[config.mk]
export PLATFORM = sky130hd
export DESIGN_NAME = u_bank_arbiter
export DESIGN_NICKNAME = d
export VERILOG_FILES = /design/src/rtl/u_atm_pkg.sv /design/src/rtl/u_rr_picker.sv /design/src/rtl/u_bank_arbiter.sv
export SDC_FILE = /design/constraint.sdc
export NUM_CORES = 1
export LEC_CHECK = 0
export ABC_AREA = 0
export CORE_ASPECT_RATIO = 2
export CORE_MARGIN = 4
export CORE_UTILIZATION = 52
export DETAILED_ROUTE_END_ITERATION = 12
export PLACE_DENSITY = 0.79
export RECOVER_POWER = 100
export SETUP_SLACK_MARGIN = 0.02
export SLEW_MARGIN = 5
export SYNTH_ARGS = -nofsm -noshare
export SYNTH_HDL_FRONTEND = slang
export SYNTH_SLANG_ARGS = --single-unit
export TNS_END_PERCENT = 5
[constraint.sdc]
create_clock -name clk -period 4.42 [get_ports clk]
set_input_delay 0.884 -clock clk [delete_from_list [all_inputs] [get_ports clk]]
set_output_delay 0.884 -clock clk [all_outputs]
set_load 0.01 [all_outputs]
[src/rtl/u_atm_pkg.sv]
// Shared types and constants for the ATM account-store arbiter and its front ends.
package u_atm_pkg;

  typedef enum logic [2:0] {
    OP_READ     = 3'd0,
    OP_DEBIT    = 3'd1,
    OP_CREDIT   = 3'd2,
    OP_TRANSFER = 3'd3,
    OP_SET_PASS = 3'd4
  } op_e;

  typedef enum logic [2:0] {
    ST_OK        = 3'd0,
    ST_INSUFF    = 3'd1,
    ST_OVERFLOW  = 3'd2,
    ST_LIMIT     = 3'd3,
    ST_ZERO_AMT  = 3'd4,
    ST_SAME_ACCT = 3'd5,
    ST_BAD_OP    = 3'd6
  } status_e;

  typedef enum logic [3:0] {
    S_IDLE  = 4'd0,
    S_RD_A  = 4'd1,
    S_CHK_A = 4'd2,
    S_RD_B  = 4'd3,
    S_CHK_B = 4'd4,
    S_EXEC  = 4'd5,
    S_WR_A  = 4'd6,
    S_WR_B  = 4'd7,
    S_DONE  = 4'd8
  } arb_state_e;

  localparam int unsigned DEP_MAX = 5000;

endpackage

[src/rtl/u_rr_picker.sv]
// Combinational round-robin selector: one-hot grant to the first request at or after ptr.
module u_rr_picker #(
  parameter int unsigned N  = 2,
  parameter int unsigned PW = (N > 1) ? $clog2(N) : 1
) (
  input  logic [N-1:0]  req,
  input  logic [PW-1:0] ptr,
  output logic [N-1:0]  gnt,
  output logic          valid
);

  logic [PW-1:0] idx;

  always_comb begin
    gnt   = '0;
    valid = 1'b0;
    idx   = '0;
    for (int unsigned i = 0; i < N; i++) begin
      idx = PW'((32'(ptr) + i) % N);
      if (!valid && req[idx]) begin
        gnt[idx] = 1'b1;
        valid    = 1'b1;
      end
    end
  end

endmodule

[src/rtl/u_bank_arbiter.sv]
// Round-robin arbiter sequencing atomic read-check-write transactions on the
// single-port account store shared by the ATM front-end FSMs.
module u_bank_arbiter #(
  parameter int unsigned NREQ          = 2,
  parameter int unsigned CIS           = 4,
  parameter int unsigned balance_width = 14,
  parameter int unsigned Pass_width    = 16,
  parameter int unsigned DEP_MAX       = u_atm_pkg::DEP_MAX
) (
  input  logic                       clk,
  input  logic                       rst,
  input  logic [NREQ-1:0]            req,
  input  logic [NREQ*3-1:0]          req_op,
  input  logic [NREQ*CIS-1:0]        req_src,
  input  logic [NREQ*CIS-1:0]        req_dst,
  input  logic [NREQ*16-1:0]         req_amount,
  input  logic [NREQ*Pass_width-1:0] req_pass,
  output logic [NREQ-1:0]            ack,
  output logic [2:0]                 rsp_status,
  output logic [balance_width-1:0]   rsp_balance,
  output logic [Pass_width-1:0]      rsp_pass,
  output logic                       busy,
  output logic                       mem_en,
  output logic                       mem_we,
  output logic [CIS-1:0]             mem_addr,
  output logic [balance_width-1:0]   mem_wbal,
  output logic [Pass_width-1:0]      mem_wpass,
  input  logic [balance_width-1:0]   mem_rbal,
  input  logic [Pass_width-1:0]      mem_rpass
);

  import u_atm_pkg::*;

  localparam int unsigned PW        = (NREQ > 1) ? $clog2(NREQ) : 1;
  localparam logic [16:0] BAL_MAX17 = 17'((2 ** balance_width) - 1);
  localparam logic [16:0] DEP_MAX17 = 17'(DEP_MAX);

  arb_state_e state_q, state_d;

  logic [NREQ-1:0]          pick_gnt;
  logic                     pick_valid;
  logic [PW-1:0]            pick_idx;
  logic [PW-1:0]            ptr_q, gnt_q;
  logic [2:0]               op_q;
  logic [CIS-1:0]           src_q, dst_q;
  logic [15:0]              amount_q;
  logic [Pass_width-1:0]    pass_q, pass_a_q, pass_b_q;
  logic [balance_width-1:0] bal_a_q, bal_b_q;

  logic [16:0]              amt17, bal_a17, bal_b17, sum_a, sum_b, diff_a;
  status_e                  st_c;
  logic [balance_width-1:0] nb_a, nb_b;
  logic                     wr_op;

  u_rr_picker #(.N(NREQ), .PW(PW)) u_picker (
    .req   (req),
    .ptr   (ptr_q),
    .gnt   (pick_gnt),
    .valid (pick_valid)
  );

  always_comb begin
    pick_idx = '0;
    for (int unsigned i = 0; i < NREQ; i++)
      if (pick_gnt[i]) pick_idx = PW'(i);
  end

  // Status and new balances depend only on latched fields, so they stay valid
  // from EXEC through the write states and into the DONE capture.
  always_comb begin
    amt17   = 17'(amount_q);
    bal_a17 = 17'(bal_a_q);
    bal_b17 = 17'(bal_b_q);
    sum_a   = bal_a17 + amt17;
    sum_b   = bal_b17 + amt17;
    diff_a  = bal_a17 - amt17;
    wr_op   = (op_q == OP_DEBIT) || (op_q == OP_CREDIT) ||
              (op_q == OP_TRANSFER) || (op_q == OP_SET_PASS);

    st_c = ST_OK;
    if (op_q > 3'd4)
      st_c = ST_BAD_OP;
    else if (op_q == OP_TRANSFER && src_q == dst_q)
      st_c = ST_SAME_ACCT;
    else if ((op_q == OP_DEBIT || op_q == OP_CREDIT || op_q == OP_TRANSFER) && amount_q == '0)
      st_c = ST_ZERO_AMT;
    else if ((op_q == OP_CREDIT || op_q == OP_TRANSFER) && amt17 > DEP_MAX17)
      st_c = ST_LIMIT;
    else if ((op_q == OP_DEBIT || op_q == OP_TRANSFER) && amt17 > bal_a17)
      st_c = ST_INSUFF;
    else if (op_q == OP_CREDIT && sum_a > BAL_MAX17)
      st_c = ST_OVERFLOW;
    else if (op_q == OP_TRANSFER && sum_b > BAL_MAX17)
      st_c = ST_OVERFLOW;

    nb_a = bal_a_q;
    nb_b = bal_b_q;
    if (op_q == OP_DEBIT || op_q == OP_TRANSFER) nb_a = diff_a[balance_width-1:0];
    if (op_q == OP_CREDIT)                       nb_a = sum_a[balance_width-1:0];
    if (op_q == OP_TRANSFER)                     nb_b = sum_b[balance_width-1:0];
  end

  always_ff @(posedge clk) begin
    if (rst) state_q <= S_IDLE;
    else     state_q <= state_d;
  end

  always_comb begin
    state_d = state_q;
    case (state_q)
      S_IDLE:  if (pick_valid) state_d = S_RD_A;
      S_RD_A:  state_d = S_CHK_A;
      S_CHK_A: state_d = (op_q == OP_TRANSFER) ? S_RD_B : S_EXEC;
      S_RD_B:  state_d = S_CHK_B;
      S_CHK_B: state_d = S_EXEC;
      S_EXEC:  state_d = (st_c == ST_OK && wr_op) ? S_WR_A : S_DONE;
      S_WR_A:  state_d = (op_q == OP_TRANSFER) ? S_WR_B : S_DONE;
      S_WR_B:  state_d = S_DONE;
      S_DONE:  state_d = S_IDLE;
      default: state_d = S_IDLE;
    endcase
  end

  always_ff @(posedge clk) begin
    if (rst) begin
      ptr_q       <= '0;
      gnt_q       <= '0;
      op_q        <= '0;
      src_q       <= '0;
      dst_q       <= '0;
      amount_q    <= '0;
      pass_q      <= '0;
      pass_a_q    <= '0;
      pass_b_q    <= '0;
      bal_a_q     <= '0;
      bal_b_q     <= '0;
      rsp_status  <= '0;
      rsp_balance <= '0;
      rsp_pass    <= '0;
    end else begin
      if (state_q == S_IDLE && pick_valid) begin
        gnt_q    <= pick_idx;
        op_q     <= req_op[32'(pick_idx)*3 +: 3];
        src_q    <= req_src[32'(pick_idx)*CIS +: CIS];
        dst_q    <= req_dst[32'(pick_idx)*CIS +: CIS];
        amount_q <= req_amount[32'(pick_idx)*16 +: 16];
        pass_q   <= req_pass[32'(pick_idx)*Pass_width +: Pass_width];
      end
      if (state_q == S_CHK_A) begin
        bal_a_q  <= mem_rbal;
        pass_a_q <= mem_rpass;
      end
      if (state_q == S_CHK_B) begin
        bal_b_q  <= mem_rbal;
        pass_b_q <= mem_rpass;
      end
      if (state_d == S_DONE && state_q != S_DONE) begin
        rsp_status  <= st_c;
        rsp_balance <= (st_c == ST_OK) ? nb_a : bal_a_q;
        rsp_pass    <= (st_c == ST_OK && op_q == OP_SET_PASS) ? pass_q : pass_a_q;
        ptr_q       <= (32'(gnt_q) == NREQ - 1) ? '0 : gnt_q + PW'(1);
      end
    end
  end

  // Store strobes are gated by rst so a reset landing on a write cycle never commits.
  always_comb begin
    ack       = '0;
    busy      = (state_q != S_IDLE);
    mem_en    = !rst && (state_q == S_RD_A || state_q == S_RD_B ||
                         state_q == S_WR_A || state_q == S_WR_B);
    mem_we    = !rst && (state_q == S_WR_A || state_q == S_WR_B);
    mem_addr  = (state_q == S_RD_B || state_q == S_WR_B) ? dst_q : src_q;
    mem_wbal  = (state_q == S_WR_B) ? nb_b : nb_a;
    mem_wpass = (state_q == S_WR_B) ? pass_b_q :
                (op_q == OP_SET_PASS) ? pass_q : pass_a_q;
    if (state_q == S_DONE) ack[gnt_q] = 1'b1;
  end

endmodule

# Word level (Yosys, flattened, before mapping)
# Cells that the tools add are included.
# word_totals
regBits,142
# classes
addsub,5
mul,1
order_cmp,11
n_eq_ne,15
n_shift,5
muxes,38
n_bitwise,1
n_reduce_logical,32
# ops
op,n
2-to-1 mux 14 bit,5
indexed part select 32 x 6 -> 16 bit,2
2-to-1 mux 16 bit,3
adder 14 x 16 -> 17 bit,2
greater-than comparator 17 x 14 -> 1 bit (second input constant),2
one-hot mux 4 bit (8 select lines),1
equality test 4 x 3 -> 1 bit (second input constant),4
greater-than comparator 16 x 13 -> 1 bit (second input constant),1
greater-than comparator 16 x 14 -> 1 bit,1
logical AND 1 bit,16
logical NOT 16 bit,1
2-to-1 mux 4 bit,4
indexed part select 8 x 4 -> 4 bit,2
2-to-1 mux 2 bit,7
subtractor 14 bit,1
2-to-1 mux 3 bit,4
2-to-1 mux 1 bit,11
logical OR 1 bit,10
equality test 4 x 2 -> 1 bit (second input constant),2
equality test 4 bit (second input constant),2
equality test 3 x 2 -> 1 bit (second input constant),2
less-than comparator 1 x 2 -> 1 bit (second input constant),3
indexed part select 6 x 4 -> 3 bit,1
equality test 4 x 1 -> 1 bit (second input constant),1
14 further kinds,20

# Depth between registers and ports, before layout
# logic_depth
ltp_word,16
ltp_mapped,14
mapped_depth_nobuf,12

# By module
# Synthesis repeated with hierarchy kept, for this count alone.
# unflattened
hier_cells,1161
hier_area_um2,9002.4
# by_module_without_submodules
module,n_inst,cells_per_inst,area_per_inst_um2
u_bank_arbiter,1,1157,8977.4
u_rr_picker,1,4,25.0

# Worst setup path after synthesis
# Ideal clock, no wire load.
# synth_timing
path_kind,flip-flop to output port
startpoint,reg amount_q[5]
endpoint,out mem_wbal[10]
arrival_ps,2717
path_slack_ps,819
stages_incl_launch_ff,12
n_path_buf,1
cell_sequence,dfxtp_1 inv_1 ha_1 buf_2 and2_1 a22o_1 a311o_1 and2_1 a2111o_1 a211o_1 nand4_1 o21a_1
# synth_via
elab_chain_cells,4
elab_cells_between_ends,7
# synth_lines
element,line_no,rtl
start: declaration,u_bank_arbiter.sv:46,logic [15:0] amount_q;
start signal: assignment,u_bank_arbiter.sv:146,amount_q <= req_amount[32'(pick_idx)*16 +: 16];
subtractor 14 bit,u_bank_arbiter.sv:76,diff_a = bal_a17 - amt17;
2-to-1 mux 14 bit,u_bank_arbiter.sv:98,if (op_q == OP_DEBIT || op_q == OP_TRANSFER) nb_a = diff_a[balance_width-1:0];
2-to-1 mux 14 bit,u_bank_arbiter.sv:99,if (op_q == OP_CREDIT) nb_a = sum_a[balance_width-1:0];
2-to-1 mux 14 bit (*),u_bank_arbiter.sv:174,mem_wbal = (state_q == S_WR_B) ? nb_b : nb_a;
end: declaration,u_bank_arbiter.sv:26,"output logic [balance_width-1:0] mem_wbal,"
# Every way passes the cells marked *; elsewhere a longest branch is shown, timed or not.

# Worst setup path in the final report
# layout_timing
startpoint,reg amount_q[2]
endpoint,out mem_wbal[13]
# Same word-level chain as after synthesis.

==> run metrics <==
post-synthesis mux area share under 10%; gr busiest metal met2; Hold Fails Final Rpt 0; IO buf count 191; die area 19,800 um2; clock root buffer clkbuf_16; area grow syn2layout 32.6%; Rows 68; Max Clk Rate 0.230 GHz; Final GP Congestion a little under 1; number of enable flip-flop cells after synthesis 0; VDD IR max about 0.53 mV; Critical Path, Cell by Cell buf_4 > ha_1 > o21ai_0 > o21ai_1 > a21oi_2 > o211a_1 > o21ai_0 > a21oi_1 > xnor2_1 > a211oi_1 > a21oi_1 > clkdlybuf4s50_1; first-pass GRT wire length 50,800 um; H-tree levels 4; Syn Nets ~1,400; Req. time, crit path 3.54 ns; Synth Instances 1,178; core area roughly 17,000 um2; P_leak 5.02 nW; Finished Layout Cells 1,581; cts hold-fix bufs 0; total of warnings raised by yosys 0; largest net degree at the start of global routing between 100 and 150; Final Core Density 69.9%; compound-cell area share of the yosys netlist 26.8%; # placed instances 1,547; Simple-Gate Fraction of Synth Area about a fifth; Final Routed Wirelength 33,000 um; layout cells sized above 1 9.26%; GR Overflow Total 0; antenna violations before repair 0; status finished, violations left; most common cell after layout, fill and taps aside nand2_1; setup TNS 0 ns; startpoint types flop; most frequent cells in the layout nand2_1, dfxtp_1, nor2_1; CTS Sinks 142; clk buf depth 2; DR iter-0 viols 579; Total Power 8.48 mW; GRT Total Usage 33.1%; CTS tree built; Synth Area in Adders 8.21%; Layout Skew 0.0105 ns; crit-path max FO 4; ys flop type dfxtp_1; die width 102 um; Slowest cell on crit path clkdlybuf4s50_1; fin crit share between 90% and 100%; met2 usage 60.8%; Die H 195 um; Worst-path clk slew 0.06 ns; routed len/inst around 21 um; XOR/XNOR share of the synthesized area between 1 and 1.5%; PD cells 702 nW/um2; unrepaired setup endpoints after global routing true; max-cap violations 1; initial cell density of the core approximately 53%; Crit Path Class reg2out; met1 GRT Util 33.1%; Post-synth ARST share 0%; worst relative slew slack -39.9%; register area share after synthesis 31.2%; Clock Latency Late Sink 0.43 ns; data arrival time of the worst path 3.46 ns; Cell variety after synth 70; Antenna Cells 0; largest family of logic cells by synthesized area compound AO/OA/AOI/OAI gates; Final min period 4.34 ns; Via density a little over 6; total CTS buffers 17; crit path capture type output port; measured slew at the worst slew-check pin 2.10 ns; Synth Cell Area between 9000 and 10,000 um2; Routed Antenna Nets 0; crit-path max cell delay 0.49 ns; fill count 1,448; Post-route DRC 0; Hold Crit Class reg2reg; setup violators final 0; failing checks max-capacitance violations, max-slew violations; Mean Syn Cell Area 7.74 um2; routed vias 9,637; vias in the first global route 9,709; flops & latches, synth 142; routing usage on met3 5.51%; Final HPWL DP 24,900 um; Max Transition Viols Final 30; io pins approximately 190; Nets 1,536; DR pass1 iterations 5
-- kinds of logic (layout without fill, tap and decap cells) --
group                    after synthesis  in the layout
AND/OR/NAND/NOR                      401            401
AO/OA/AOI/OAI                        360            360
flip-flops                           142            142
buffers and inverters                134            327
multiplexers                          69             69
adder cells (fa/ha/maj)               58             58
XOR/XNOR                              14             14
-- per-layer routing --
| metal | wire length (um) | up-vias |
|---|---|---|
| li1 | - | 4580 |
| met1 | 11100 | 4499 |
| met2 | 17800 | 413 |
| met3 | 1800 | 145 |
| met4 | 2330 | 0 |
| met5 | 0 | - |
-- timing repair --
item / in CTS / in global routing
setup endpoints to repair: 5 / 5
gates resized for setup: 16 / 22
pin swaps: 2 / 2
buffers inserted: 1 / 1
-- state kept, by name, indices dropped and copies added, names as in the netlist --
| register | cells |
|---|---|
| gnt_q | 1 |
| rsp_status | 3 |
| bal_b_q | 14 |
| pass_q | 16 |
| rsp_balance | 14 |
| state_q | 4 |
| amount_q | 16 |
| ptr_q | 1 |
| pass_a_q | 16 |
| op_q | 3 |
| rsp_pass | 16 |
| src_q | 4 |
| dst_q | 4 |
| bal_a_q | 14 |
| pass_b_q | 16 |
-- layout make-up --
type | count | area, um2 | share of cell area [%]
clock inverter | 13 | 154 | 1.27
multi-input combinational | 902 | 5890 | 48.8
tap | 210 | 263 | 2.18
clock buffer | 19 | 443 | 3.67
timing repair buffer | 245 | 2290 | 18.9
sequential | 142 | 2850 | 23.6
inverter | 50 | 188 | 1.55
-- where the power goes --
group	switching (mW)	internal (mW)
registers	0.344	1.64
clock network	0.619	0.859
logic	2.97	2.05
-- worst max-delay path, delay by kind of cell (launching register included) --
kind / cells / cell delay (ns)
AOI/OAI and AO/OA: 8 / 1.65
buffers and inverters: 2 / 0.63
DFF: 1 / 0.34
adders and majority gates: 1 / 0.33
xor gates and xnor gates: 1 / 0.08
-- synth_stat cells, types with 4 or more instances --
cell / number / area share (%)
o221ai_1: 5 / 0.48
o31ai_1: 6 / 0.49
dfxtp_1: 142 / 31
nand3_1: 12 / 0.66
o21a_1: 9 / 0.74
inv_1: 50 / 2.1
or2_2: 5 / 0.34
a221oi_1: 8 / 0.77
buf_1: 7 / 0.29
and2_1: 7 / 0.48
o21ai_0: 36 / 2.0
a211oi_1: 75 / 6.2
o22ai_1: 5 / 0.34
a22oi_1: 4 / 0.33
mux2_2: 4 / 0.49
mux2i_1: 65 / 7.1
a21o_1: 11 / 0.91
buf_2: 9 / 0.49
nor2_1: 131 / 5.4
nand2_1: 172 / 7.1
a21oi_1: 130 / 7.1
or3_1: 7 / 0.48
nor2b_1: 12 / 0.82
o211ai_1: 9 / 0.74
a311oi_1: 6 / 0.58
nor3_1: 15 / 0.82
o21bai_1: 5 / 0.41
and3_1: 5 / 0.34
xnor2_1: 11 / 1.1
clkbuf_1: 66 / 2.7
a211o_1: 4 / 0.38
nor4_1: 5 / 0.34
a31oi_1: 8 / 0.55
nand4_1: 8 / 0.55
nand2b_1: 10 / 0.69
ha_1: 55 / 7.6
-- metrics by stage --
stage | instance area (um2) | hold slack (ns) | setup slack, ns
after floorplan | 9110 | 0.436 | 0.819
after global placement | 11400 | 0.440 | 0.141
after detailed placement | 11400 | 0.448 | 0.0909
after CTS | 12100 | 0.457 | -0.0736
after global routing | 12100 | 0.476 | -0.0315
final | 12100 | 0.454 | 0.0769
-- path summary, 6_finish.rpt --
| path | start | end | slack (ns) | cells after the start |
|---|---|---|---|---|
| hold / removal | rsp_balance[8]$_SDFFE_PP0P_ | rsp_balance[8]$_SDFFE_PP0P_ | 0.45 | 2 |
| setup reg to reg | amount_q[0]$_SDFFE_PP0P_ | rsp_balance[0]$_SDFFE_PP0P_ | 0.35 | 14 |
| setup / recovery | amount_q[2]$_SDFFE_PP0P_ | mem_wbal[13] | 0.08 | 12 |
| hold reg to reg | rsp_balance[8]$_SDFFE_PP0P_ | rsp_balance[8]$_SDFFE_PP0P_ | 0.45 | 2 |
No activity file was read; power rests on OpenSTA's default activity.
